$ cat src/rtl/ret_credit_fifo_pkg.sv
`default_nettype none
// ============================================================================
// Module   : ret_credit_fifo_pkg
// Purpose  : Shared types and constants for the credit-tracked return FIFO.
// Revision : 1.0 - initial release
// ============================================================================
package ret_credit_fifo_pkg;

    // Default geometry for the tracer result path
    localparam int c_DEF_W     = 8;
    localparam int c_DEF_L     = 4;
    localparam int c_DEF_DEPTH = 8;

    // Control FSM: FLUSH swallows stale delay-line valids after reset
    typedef enum logic [0:0] {
        ST_FLUSH = 1'b0,
        ST_RUN   = 1'b1
    } state_t;

    // Ceiling log2, usable in constant expressions
    function automatic int clog2(input int value);
        int r;
        r = 0;
        while ((1 << r) < value) begin
            r = r + 1;
        end
        return r;
    endfunction

endpackage : ret_credit_fifo_pkg
`default_nettype wire

$ cat src/rtl/ret_fifo_mem.sv
`default_nettype none
// ============================================================================
// Module   : ret_fifo_mem
// Purpose  : DEPTH x W distributed-RAM array, synchronous write port and
//            asynchronous (combinational) read port for fall-through reads.
// Revision : 1.0 - initial release
// ============================================================================
module ret_fifo_mem #(
    parameter int W     = 8,
    parameter int DEPTH = 8,
    parameter int AW    = 3
) (
    input  logic          clk,
    input  logic          i_we,
    input  logic [AW-1:0] i_waddr,
    input  logic [W-1:0]  i_wdata,
    input  logic [AW-1:0] i_raddr,
    output logic [W-1:0]  o_rdata
);

    logic [W-1:0] r_mem [DEPTH];

    // Storage has no reset: contents are only meaningful behind the pointers
    always_ff @(posedge clk) begin
        if (i_we) begin
            r_mem[i_waddr] <= i_wdata;
        end
    end

    assign o_rdata = r_mem[i_raddr];

endmodule : ret_fifo_mem
`default_nettype wire

$ cat src/rtl/ret_credit_fifo.sv
`default_nettype none
// ============================================================================
// Module   : ret_credit_fifo
// Purpose  : Terminal buffer for a fixed-latency, non-stallable pipeline.
//            Grants issue credits only while a landing slot is guaranteed,
//            tracks in-flight items, absorbs returns into a fall-through FIFO.
// Revision : 1.0 - initial release
// ============================================================================
module ret_credit_fifo
    import ret_credit_fifo_pkg::*;
#(
    parameter  int W     = c_DEF_W,
    parameter  int L     = c_DEF_L,
    parameter  int DEPTH = c_DEF_DEPTH,
    localparam int AW    = clog2(DEPTH)
) (
    input  logic          clk,
    input  logic          rst_n,
    input  logic          i_issue_valid,
    output logic          o_issue_ready,
    input  logic          i_ret_valid,
    input  logic [W-1:0]  i_ret_data,
    output logic          o_out_valid,
    output logic [W-1:0]  o_out_data,
    input  logic          i_out_ready,
    output logic [AW:0]   o_count,
    output logic [AW:0]   o_inflight,
    output logic          o_err
);

    // Flush counter must hold the value L; keep at least one bit
    localparam int FW = (clog2(L + 1) < 1) ? 1 : clog2(L + 1);

    localparam logic [FW-1:0] c_FLUSH_LAST = FW'(L);
    localparam logic [AW:0]   c_DEPTH_CNT  = (AW + 1)'(DEPTH);
    localparam logic [AW+1:0] c_DEPTH_SUM  = (AW + 2)'(DEPTH);

    state_t        r_state;
    state_t        w_state_nxt;
    logic [FW-1:0] r_flush_cnt;
    logic [FW-1:0] w_flush_nxt;
    logic          w_run;

    logic [AW-1:0] r_wr_ptr;
    logic [AW-1:0] r_rd_ptr;
    logic [AW:0]   r_count;
    logic [AW:0]   r_inflight;
    logic          r_err;

    logic [AW:0]   w_count_nxt;
    logic [AW:0]   w_inflight_nxt;
    logic [AW+1:0] w_sum;
    logic          w_issue_ready;
    logic          w_issue;
    logic          w_ret;
    logic          w_read;
    logic          w_write;
    logic          w_full;
    logic          w_inf_zero;
    logic          w_err_set;

    // FSM state and flush counter registers
    always_ff @(posedge clk or negedge rst_n) begin
        if (!rst_n) begin
            r_state     <= ST_FLUSH;
            r_flush_cnt <= '0;
        end else begin
            r_state     <= w_state_nxt;
            r_flush_cnt <= w_flush_nxt;
        end
    end

    // FSM next state: FLUSH lasts L+1 edges after reset release, RUN is terminal
    always_comb begin
        w_state_nxt = r_state;
        w_flush_nxt = r_flush_cnt;
        w_run       = 1'b0;
        case (r_state)
            ST_FLUSH: begin
                if (r_flush_cnt == c_FLUSH_LAST) begin
                    w_state_nxt = ST_RUN;
                end else begin
                    w_flush_nxt = r_flush_cnt + FW'(1);
                end
            end
            ST_RUN: begin
                w_run = 1'b1;
            end
            default: begin
                w_state_nxt = ST_FLUSH;
            end
        endcase
    end

    // Credit check is one bit wider than the counters so the sum cannot wrap
    assign w_sum         = {1'b0, r_count} + {1'b0, r_inflight};
    assign w_issue_ready = w_run & (w_sum < c_DEPTH_SUM);
    assign w_issue       = i_issue_valid & w_issue_ready;

    // Returns are ignored entirely while flushing stale delay-line contents
    assign w_ret      = w_run & i_ret_valid;
    assign w_read     = (r_count != '0) & i_out_ready;
    assign w_full     = (r_count == c_DEPTH_CNT);
    assign w_write    = w_ret & (~w_full | w_read);
    assign w_inf_zero = (r_inflight == '0);

    // Protocol violations: issue without credit, orphan return, overflow
    assign w_err_set = w_run & ((i_issue_valid & ~w_issue_ready) |
                                (i_ret_valid & w_inf_zero) |
                                (i_ret_valid & w_full & ~w_read));

    // Occupancy and in-flight next values; an orphan return never underflows
    always_comb begin
        w_count_nxt    = r_count;
        w_inflight_nxt = r_inflight;
        case ({w_write, w_read})
            2'b10:   w_count_nxt = r_count + (AW + 1)'(1);
            2'b01:   w_count_nxt = r_count - (AW + 1)'(1);
            default: w_count_nxt = r_count;
        endcase
        if (w_issue && !w_ret) begin
            w_inflight_nxt = r_inflight + (AW + 1)'(1);
        end else if (!w_issue && w_ret && !w_inf_zero) begin
            w_inflight_nxt = r_inflight - (AW + 1)'(1);
        end
    end

    // Pointer, counter and sticky error registers
    always_ff @(posedge clk or negedge rst_n) begin
        if (!rst_n) begin
            r_wr_ptr   <= '0;
            r_rd_ptr   <= '0;
            r_count    <= '0;
            r_inflight <= '0;
            r_err      <= 1'b0;
        end else begin
            if (w_write) begin
                r_wr_ptr <= r_wr_ptr + AW'(1);
            end
            if (w_read) begin
                r_rd_ptr <= r_rd_ptr + AW'(1);
            end
            r_count    <= w_count_nxt;
            r_inflight <= w_inflight_nxt;
            if (w_err_set) begin
                r_err <= 1'b1;
            end
        end
    end

    ret_fifo_mem #(
        .W     (W),
        .DEPTH (DEPTH),
        .AW    (AW)
    ) u_mem (
        .clk     (clk),
        .i_we    (w_write),
        .i_waddr (r_wr_ptr),
        .i_wdata (i_ret_data),
        .i_raddr (r_rd_ptr),
        .o_rdata (o_out_data)
    );

    assign o_issue_ready = w_issue_ready;
    assign o_out_valid   = (r_count != '0);
    assign o_count       = r_count;
    assign o_inflight    = r_inflight;
    assign o_err         = r_err;

endmodule : ret_credit_fifo
`default_nettype wire
$ cat config.mk
export PLATFORM = sky130hd
export DESIGN_NAME = ret_credit_fifo
export DESIGN_NICKNAME = d
export VERILOG_FILES = /design/src/rtl/ret_credit_fifo_pkg.sv /design/src/rtl/ret_fifo_mem.sv /design/src/rtl/ret_credit_fifo.sv
export SDC_FILE = /design/constraint.sdc
export NUM_CORES = 1
export LEC_CHECK = 0
export ABC_CLOCK_PERIOD_IN_PS = 2700
export BUFFER_PORTS_ARGS = -buffer_cell sky130_fd_sc_hd__buf_4
export CAP_MARGIN = 5
export CORE_MARGIN = 2
export CORE_UTILIZATION = 45
export DETAILED_ROUTE_END_ITERATION = 12
export PLACE_DENSITY_LB_ADDON = 0.2
export SYNTH_ARGS = -nofsm -noshare
export SYNTH_HDL_FRONTEND = slang
export SYNTH_SLANG_ARGS = --single-unit
$ cat constraint.sdc
create_clock -name clk -period 2.7 [get_ports clk]
set_clock_uncertainty 0.15 [all_clocks]
set_input_delay 0.27 -clock clk [delete_from_list [all_inputs] [get_ports clk]]
set_output_delay 0.27 -clock clk [all_outputs]
set_load 0.05 [all_outputs]
==> out/results.txt, run 1 <==
Status -> finished clean
First-pass GRT wire length -> 9940 um
Top layer in use -> met4
Worst Path Buf+Inv -> 0
Synth Area in Compound Gates -> 0.0300
H-tree depth -> 3
Final wirelength -> 6270 um
Layout Cells excl Fill -> 368
Comb pwr share -> 0.454
Hold/Removal Path Class -> input port to register
Clk sink count -> 83
Cell variety after synth -> 38
Final Hold Viols -> 0
Total Routing Usage GR -> 0.157
Switching Fraction -> 0.394
Sequential group share of total power -> 0.355
Crit path max-delay family -> simple AND/OR/NAND/NOR gates
I/O Pins -> 32
Diode count -> 0
Vias in the first global route -> 1883
Sw Pwr -> 2090 uW
CP Launch Type -> register
Syn avg cell area -> 17.2 um2
DP Cell Count -> 341
Clk_lat worst skew -> 0.35 ns
WL per Instance -> 17.0 um
Filler Cells Inserted -> 624
Met2 wire length -> 3080 um
RSZ-0062 raised after global routing -> true
Yosys warns -> 0
Port bufs -> 31
Crit path max fanout -> 4
DRT antenna net count -> 0
Setup crit end kind -> register
Die footprint -> 0.00861 mm2
Crit-path max cell delay -> 0.45 ns
Rel. slew slack -> 0.359
Worst path required time -> 2.82 ns
DR pass1 iterations -> 4
Total power -> 5300 uW
Syn Nets -> 233
Layout cells sized above 1 -> 0.391
Period utilization -> 0.985
Die width -> 92.8 um
Dominant synthesized flop cell -> edfxtp_1
Fin nets -> 288
Tmin final -> 2.66 ns
Post-synth EDFFs -> 64
Internal -> 3220 uW
Crit path cell chain -> ha_4, nor3_4, o211ai_2, or3_4, ha_4, a21o_1, a21oi_2, or3_1, a21oi_2, xor2_1
VDD IR max -> 885 uV
Synth Instances -> 206
Total clock buffers created by CTS -> 9
Slew @ Worst Pin -> 0.958 ns
Hold_ws -> 0.0147 ns
Post-Synth Simple-Gate Area -> 0.0564
Synthesized area -> 0.00355 mm2
Max Clk Rate -> 0.376 GHz
CTS tree -> yes
Max cap viols -> 0
Drt initial violations -> 126
Arrival @ worst endpoint -> 2.78 ns
# setup viols final -> 0
Asr flop ratio synth -> 0.229
Area delta synth->final -> 22.4%
Fin Setup TNS -> 0 ns
Rows -> 32
WL met3 -> 202 um
Vias per cell -> 5.08
Routed via count -> 1869
Mux cell area share after synthesis -> 0.136
Clk pwr share -> 0.190
Met1 wire length -> 2910 um
Max Root-Sink Buffers -> 2
LEAKAGE -> 0.00161 uW
DP HPWL -> 4090 um
Initial Util -> 0.462
Yosys reg bits -> 83
DRC viols -> 0
Largest family of logic cells by synthesized area -> multiplexers
Core Box Area -> 0.00769 mm2
Pins Over Slew Limit -> 0
Adder-cell share of the synthesized area -> 0.0536
Seq/Total Area, Yosys -> 0.675
Antenna violations before repair -> 0
CTS root buffer -> clkbuf_8
Gr ovfl total -> 0
Clock transition at the registers of the reported paths -> 0.08 ns
Slowest cell on crit path -> dfrtp_2
Largest net degree at the start of global routing -> 20
Setup CP Type -> register to register
Routability Congestion -> 0.769
PD cells -> 1220 mW/mm2
Synth Area in XOR/XNOR -> 0.0296
Die Span Y -> 92.8 um
==> final timing paths <==
path                                             from                          end  slack [ns]  cells past startpoint
max in group asynchronous                       rst_n    o_inflight[1]$_DFFE_PN0P_        1.98                      2
setup / recovery            o_inflight[3]$_DFFE_PN0P_    o_inflight[3]$_DFFE_PN0P_        0.04                     10
setup reg to reg            o_inflight[3]$_DFFE_PN0P_    o_inflight[3]$_DFFE_PN0P_        0.04                     10
hold reg to reg            r_flush_cnt[2]$_DFFE_PN0P_   r_flush_cnt[2]$_DFFE_PN0P_        0.32                      1
hold / removal                          i_ret_data[3]  u_mem.r_mem[0][3]$_DFFE_PP_        0.01                      1
min in group asynchronous                       rst_n       o_count[1]$_DFFE_PN0P_        0.18                      2
==> logic make-up after synthesis <==
family                     Yosys count
AOI/OAI and AO/OA                   15
xor gates and xnor gates            12
adders and majority gates           14
buffers and inverters               15
DFF                                 83
muxes                               27
and+or+nand+nor                     40
==> cell usage after synthesis (3+ instances only) <==
master	count	area (um2)
a21oi_1	3	15.0
ha_1	12	150
nand2b_1	3	18.8
edfxtp_1	64	1920
xnor2_1	9	78.8
nor3_1	3	15.0
o21ai_0	3	15.0
mux4_2	16	360
xor2_1	3	26.3
nor2_1	8	30.0
inv_1	10	37.5
mux2_2	9	101
dfrtp_1	19	475
nand2_1	16	60.1
==> sequential cells by signal, indices dropped and copies added, names as in the netlist <==
| signal | flops |
|---|---|
| o_count | 4 |
| o_err | 1 |
| o_inflight | 4 |
| r_flush_cnt | 3 |
| r_rd_ptr | 3 |
| r_state | 1 |
| r_wr_ptr | 3 |
| u_mem.r_mem | 64 |
==> metrics by stage <==
stage | utilization | area (um2) | worst slack [ns]
detailed placement | 0.521 | 4000 | 0.0395
global placement | 0.521 | 4000 | 0.0712
floorplan | - | 3620 | -0.0895
finish | 0.565 | 4340 | 0.0403
CTS | 0.561 | 4310 | 0.0235
global route | 0.565 | 4340 | -0.0948
==> power groups by stage <==
stage          Combinational [uW]  Sequential (uW)  Clock [uW]
2_1_floorplan                1630             2020           0
3_3_place_gp                 2360             1910           0
3_5_place_dp                 2370             1920           0
4_1_cts                      2390             1890        1030
5_1_grt                      2590             1930        1080
6_report                     2410             1880        1010
==> cell usage in the layout (no fill, tap or decap), types with 6 or more instances in the layout <==
cell,instances
ha_1,8
edfxtp_1,64
mux2_2,9
inv_1,9
mux4_2,16
buf_4,41
dlygate4sd3_1,8
nand2_1,15
clkbuf_8,9
dfrtp_1,12
dfrtp_2,6
xnor2_1,9
nor2_1,8
==> final cells by class <==
cell class / count / area (um2) / share of cell area
sequential: 83 / 2410 / 0.554
multi-input combinational: 108 / 1150 / 0.265
timing repair buffer: 49 / 388 / 0.0893
tap: 102 / 128 / 0.0294
clock buffer: 9 / 124 / 0.0285
clock inverter: 7 / 106 / 0.0245
inverter: 10 / 37.5 / 0.00864
==> routing by layer <==
metal,global-route usage,vias up
li1,-,898
met1,0.218,936
met2,0.245,28
met3,0.0309,7
met4,0.0662,0
met5,0,-
==> timing repair <==
item / 4_1_cts / 5_1_grt
endpoints found under the hold margin: 71 / 0
setup buffers: 0 / 3
setup endpoints to repair: 0 / 2
resized for setup: 0 / 4
hold buffers: 8 / 0
Power figures use the tool's default switching activity.
==> inputs of run 2 (changes only) <==
--- a/config.mk
+++ b/config.mk
@@ -12,6 +12,8 @@
 export CORE_UTILIZATION = 45
 export DETAILED_ROUTE_END_ITERATION = 12
 export PLACE_DENSITY_LB_ADDON = 0.2
+export RECOVER_POWER = 100
+export REMOVE_ABC_BUFFERS = 1
 export SYNTH_ARGS = -nofsm -noshare
 export SYNTH_HDL_FRONTEND = slang
 export SYNTH_SLANG_ARGS = --single-unit
==> run 2 against run 1 <==
Net effect: via count rose by 6.4%; total power fell by 0.57%; design area rose by 1.4%; clock power fell by 15%; core utilization rose by 0.76 points; first-iteration DRC count fell by 7.1%; critical path type unchanged; largest cell class unchanged; highest routed layer unchanged.
==> out/results.txt, run 2 (synthesized netlist as in run 1, its figures left out) <==
Slew @ Worst Pin -> 1.09 ns
Die footprint -> 0.00861 mm2
Sw Pwr -> 2100 uW
Layout cells sized above 1 -> 0.362
Comb pwr share -> 0.486
VDD IR max -> 795 uV
Clk pwr share -> 0.163
Crit path max fanout -> 3
Core Box Area -> 0.00769 mm2
FF-to-FF Start -> o_count[3]$_DFFE_PN0P_
Total clock buffers created by CTS -> 9
Period utilization -> 0.978
Die Span Y -> 92.8 um
R2R Setup Slk -> 0.06 ns
Slowest cell on crit path -> dfrtp_1
Setup crit end kind -> register
DRC viols -> 0
Total Routing Usage GR -> 0.166
Crit path max-delay family -> simple AND/OR/NAND/NOR gates
Clock transition at the registers of the reported paths -> 0.08 ns
DP HPWL -> 4410 um
Hold/Removal Path Class -> input port to register
Die width -> 92.8 um
Port bufs -> 31
Max Root-Sink Buffers -> 2
Internal -> 3180 uW
Max Clk Rate -> 0.379 GHz
Area delta synth->final -> 24.0%
Clk_lat worst skew -> 0.34 ns
Setup CP Type -> register to register
Routed via count -> 1989
RSZ-0062 raised after global routing -> true
WHS Endpoint -> o_err$_DFFE_PN0P_
CTS tree -> yes
PD cells -> 1200 mW/mm2
Gr ovfl total -> 0
Crit path cell chain -> ha_1, nor3_4, o211ai_2, or3_4, ha_4, a21o_1, a21oi_1, or3_1, a21oi_2, xor2_1
Hold Path Origin -> i_issue_valid
Max reg flops -> 64
Switching Fraction -> 0.398
Final Hold Viols -> 0
Clk sink count -> 83
R2R Path End -> o_inflight[3]$_DFFE_PN0P_
Hold_ws -> 0.130 ns
Worst Path Buf+Inv -> 0
Met2 wire length -> 3170 um
I/O Pins -> 32
Fin nets -> 309
Arrival @ worst endpoint -> 2.76 ns
H-tree depth -> 3
Worst reg2reg path depth -> 10
Tmin final -> 2.64 ns
Pins Over Slew Limit -> 0
Final wirelength -> 6610 um
Routability Congestion -> 0.769
Rows -> 32
Vias in the first global route -> 2065
CP Launch Type -> register
Most frequent cells in the layout -> edfxtp_1, buf_4, dfrtp_1, mux4_2, clkbuf_1
DRT antenna net count -> 0
WL per Instance -> 17.0 um
Biggest register -> u_mem.r_mem
Diode count -> 0
LEAKAGE -> 0.00165 uW
Final instance area -> 0.00440 mm2
Hold depth -> 3
Worst path required time -> 2.82 ns
Largest net degree at the start of global routing -> 20
Placed Area -> 0.00409 mm2
Vias per cell -> 5.11
WL met3 -> 205 um
DR pass1 iterations -> 5
Met1 wire length -> 3180 um
Most common cell after layout, fill and taps aside -> edfxtp_1
Drt initial violations -> 117
First-pass GRT wire length -> 10700 um
Antenna violations before repair -> 0
# setup viols final -> 0
Crit-path max cell delay -> 0.39 ns
Sequential group share of total power -> 0.351
Top layer in use -> met4
Max cap viols -> 0
Rel. slew slack -> 0.273
Initial Util -> 0.462
Status -> finished clean
CTS root buffer -> clkbuf_8
[run 2: changes by cell type in the layout (fill, tap and decap cells not counted), sizes merged]
cell and delta:
clkbuf +16, clkinvlp +1, bufinv -1, inv -4, buf +8, clkinv +1
[run 2: metal layers]
metal  vias to the layer above  global-route usage
met4                         0              0.0662
met1                      1005               0.234
li1                        936                   -
met2                        43               0.260
met5                         -                   0
met3                         5              0.0293
[run 2: worst max path at each step]
stage | from | end | slack [ns] | cells after the start
CTS | o_count[1]$_DFFE_PN0P_ | o_inflight[3]$_DFFE_PN0P_ | -0.005 | 10
floorplan | o_count[1]$_DFFE_PN0P_ | o_count[3]$_DFFE_PN0P_ | -0.44 | 10
detailed placement | o_count[1]$_DFFE_PN0P_ | o_inflight[3]$_DFFE_PN0P_ | -0.004 | 10
finish | o_count[3]$_DFFE_PN0P_ | o_inflight[3]$_DFFE_PN0P_ | 0.06 | 10
global placement | o_count[1]$_DFFE_PN0P_ | o_inflight[3]$_DFFE_PN0P_ | 0.03 | 10
global route | o_count[2]$_DFFE_PN0P_ | o_inflight[3]$_DFFE_PN0P_ | -0.05 | 10
[run 2: timing repair]
| action | in CTS | in global routing |
|---|---|---|
| hold buffers | 8 | 0 |
| buffers inserted | 0 | 3 |
| endpoints found under the hold margin | 62 | 0 |
| resized for setup | 2 | 13 |
| pin swaps | 0 | 12 |
| setup endpoints to repair | 2 | 2 |
[run 2: layout make-up]
class / count / area (um2)
Multi-Input combinational cell: 108 / 1150
Clock inverter: 4 / 51.3
Timing Repair Buffer: 70 / 497
Tap cell: 102 / 128
Inverter: 10 / 37.5
Fill cell: 653 / 3280
Clock buffer: 12 / 135
Sequential cell: 83 / 2400
[run 2: power by group through the flow]
stage	Sequential (uW)	Combinational, uW	Clock (uW)
final	1850	2560	861
after global routing	1870	2760	934
after CTS	1840	2490	880
after detailed placement	1860	2450	0
after global placement	1850	2430	0
after floorplan	2090	1410	0
[run 2: tightest hold or removal path, cell delays in order]
cell      delay [ns]
buf_4           0.09
a22oi_1         0.08
o21bai_1        0.15
[run 2: stage by stage]
step,std cells,power (uW),TNS (ns),setup slack [ns],util
detailed placement,362,4320,-0.00356,-0.00356,0.532
floorplan,201,3500,-0.851,-0.442,-
global route,389,5570,-0.0508,-0.0508,0.573
CTS,386,5210,-0.00533,-0.00533,0.568
global placement,362,4280,0,0.0336,0.532
finish,389,5270,0,0.0597,0.573
==> inputs of run 3 (changes only) <==
--- a/config.mk
+++ b/config.mk
@@ -9,9 +9,8 @@
 export BUFFER_PORTS_ARGS = -buffer_cell sky130_fd_sc_hd__buf_4
 export CAP_MARGIN = 5
 export CORE_MARGIN = 2
-export CORE_UTILIZATION = 45
+export CORE_UTILIZATION = 40
 export DETAILED_ROUTE_END_ITERATION = 12
-export PLACE_DENSITY_LB_ADDON = 0.2
 export RECOVER_POWER = 100
 export REMOVE_ABC_BUFFERS = 1
 export SYNTH_ARGS = -nofsm -noshare
==> run 3 against run 2 <==
Net effect: non-clock buffer count fell by 1; register-to-register slack better by 0.04 ns; via count fell by 2.4%; final cell count is 1.3% higher; critical path depth did not move; clock-buffer cell count fell by 3.
==> out/results.txt, run 3 (synthesized netlist as in run 1, its figures left out) <==
Status -> finished clean
Die footprint -> 0.00964 mm2
Rel. slew slack -> 0.285
Setup CP Type -> register to register
Setup crit end kind -> register
Most frequent cells in the layout -> edfxtp_1, buf_4, dfrtp_1, mux4_2, nand2_1
First-pass GRT wire length -> 10000 um
Port bufs -> 31
Crit-path max cell delay -> 0.45 ns
Final instance area -> 0.00445 mm2
LEAKAGE -> 0.00166 uW
Crit path max fanout -> 5
Clock transition at the registers of the reported paths -> 0.09 ns
DR pass1 iterations -> 4
Crit path max-delay family -> simple AND/OR/NAND/NOR gates
Layout cells sized above 1 -> 0.385
Sequential cell area -> 0.00240 mm2
Max Clk Rate -> 0.384 GHz
Final wirelength -> 6480 um
Filler Cells Inserted -> 751
CTS root buffer -> clkbuf_8
Antenna violations before repair -> 0
Die width -> 98.2 um
Drt initial violations -> 56
Period utilization -> 0.963
Tmin final -> 2.60 ns
Most common cell after layout, fill and taps aside -> edfxtp_1
Rows -> 34
Total clock buffers created by CTS -> 9
Placed Area -> 0.00408 mm2
Crit path from -> o_count[2]$_DFFE_PN0P_
Slew @ Worst Pin -> 1.07 ns
Fin nets -> 308
Hold Path Origin -> i_issue_valid
Hold/Removal Path Class -> input port to register
CTS tree -> yes
Vias in the first global route -> 1981
FF-to-FF Start -> o_count[2]$_DFFE_PN0P_
PD cells -> 1190 mW/mm2
H-tree depth -> 3
Total power -> 5310 uW
Max cap viols -> 0
Initial Util -> 0.409
Clk sink count -> 83
Pins Over Slew Limit -> 0
Max Root-Sink Buffers -> 2
I/O Pins -> 32
Final Core Density -> 0.513
Vias per cell -> 4.93
Arrival @ worst endpoint -> 2.72 ns
Routed via count -> 1941
Footprint of the multi-input gates -> 0.00117 mm2
Largest net degree at the start of global routing -> 20
Diode count -> 0
Final Hold Viols -> 0
Routability Congestion -> 0.789
# setup viols final -> 0
Biggest register -> u_mem.r_mem
Gr ovfl total -> 0
Area delta synth->final -> 25.5%
Clk_lat worst skew -> 0.34 ns
CP Launch Type -> register
Total Routing Usage GR -> 0.140
Worst path required time -> 2.82 ns
Crit path cell chain -> ha_2, nor3_4, o211ai_2, or3_4, ha_1, a21o_1, a21oi_1, or3_1, a21oi_2, xor2_1
DRC viols -> 0
DRT antenna net count -> 0
WL per Instance -> 16.4 um
Hold_ws -> 0.0922 ns
DP HPWL -> 4380 um
Max reg flops -> 64
Core Box Area -> 0.00868 mm2
Die Span Y -> 98.2 um
Worst Path Buf+Inv -> 0
Slowest cell on crit path -> dfrtp_2
VDD IR max -> 670 uV
==> run 3: metrics by stage <==
stage / setup WS [ns] / cells / setup TNS [ns]
finish: 0.0990 / 394 / 0
floorplan: -0.442 / 201 / -0.851
global placement: 0.0279 / 366 / 0
global route: -0.00537 / 394 / -0.00537
CTS: 0.0186 / 391 / 0
detailed placement: -0.0113 / 366 / -0.0113
==> run 3: final timing paths <==
check	slack (ns)	endpoint	depth (start not counted)
max in group asynchronous	1.19	o_count[3]$_DFFE_PN0P_	2
hold reg to reg	0.34	o_err$_DFFE_PN0P_	1
hold / removal	0.09	o_err$_DFFE_PN0P_	3
setup reg to reg	0.1	o_inflight[3]$_DFFE_PN0P_	10
setup / recovery	0.1	o_inflight[3]$_DFFE_PN0P_	10
min in group asynchronous	0.50	o_count[3]$_DFFE_PN0P_	2
==> run 3: what timing repair did <==
item                                    in CTS  in global routing
endpoints found under the setup margin       1                  2
pin swaps                                    1                 11
hold buffers                                 9                  0
endpoints found under the hold margin       83                  0
resized for setup                            0                 17
setup buffers                                0                  3
==> run 3: routing by layer <==
metal	vias up	track usage	part of all wire
met5	-	0	0
li1	934	-	-
met2	37	0.232	0.51
met4	0	0.0727	0.014
met1	964	0.179	0.45
met3	6	0.0236	0.026
==> run 3: report_power, final <==
part,internal (uW),total [uW],switching [uW]
Combinational,1140,2560,1420
Sequential,1620,1850,226
Clock,441,905,464
==> run 3: worst reg2reg max path: stages, from the launching register on <==
cell and delay, ns:
dfrtp_2 0.45, ha_2 0.21, nor3_4 0.20, o211ai_2 0.11
or3_4 0.35, ha_1 0.28, a21o_1 0.10, a21oi_1 0.07
or3_1 0.32, a21oi_2 0.15, xor2_1 0.14
==> run 3: final cells by class <==
type | count | share of cell area
inverter | 10 | 0.00843
multi-input combinational | 108 | 0.263
clock buffer | 9 | 0.0278
clock inverter | 7 | 0.0185
tap | 108 | 0.0303
sequential | 83 | 0.539
timing repair buffer | 69 | 0.113
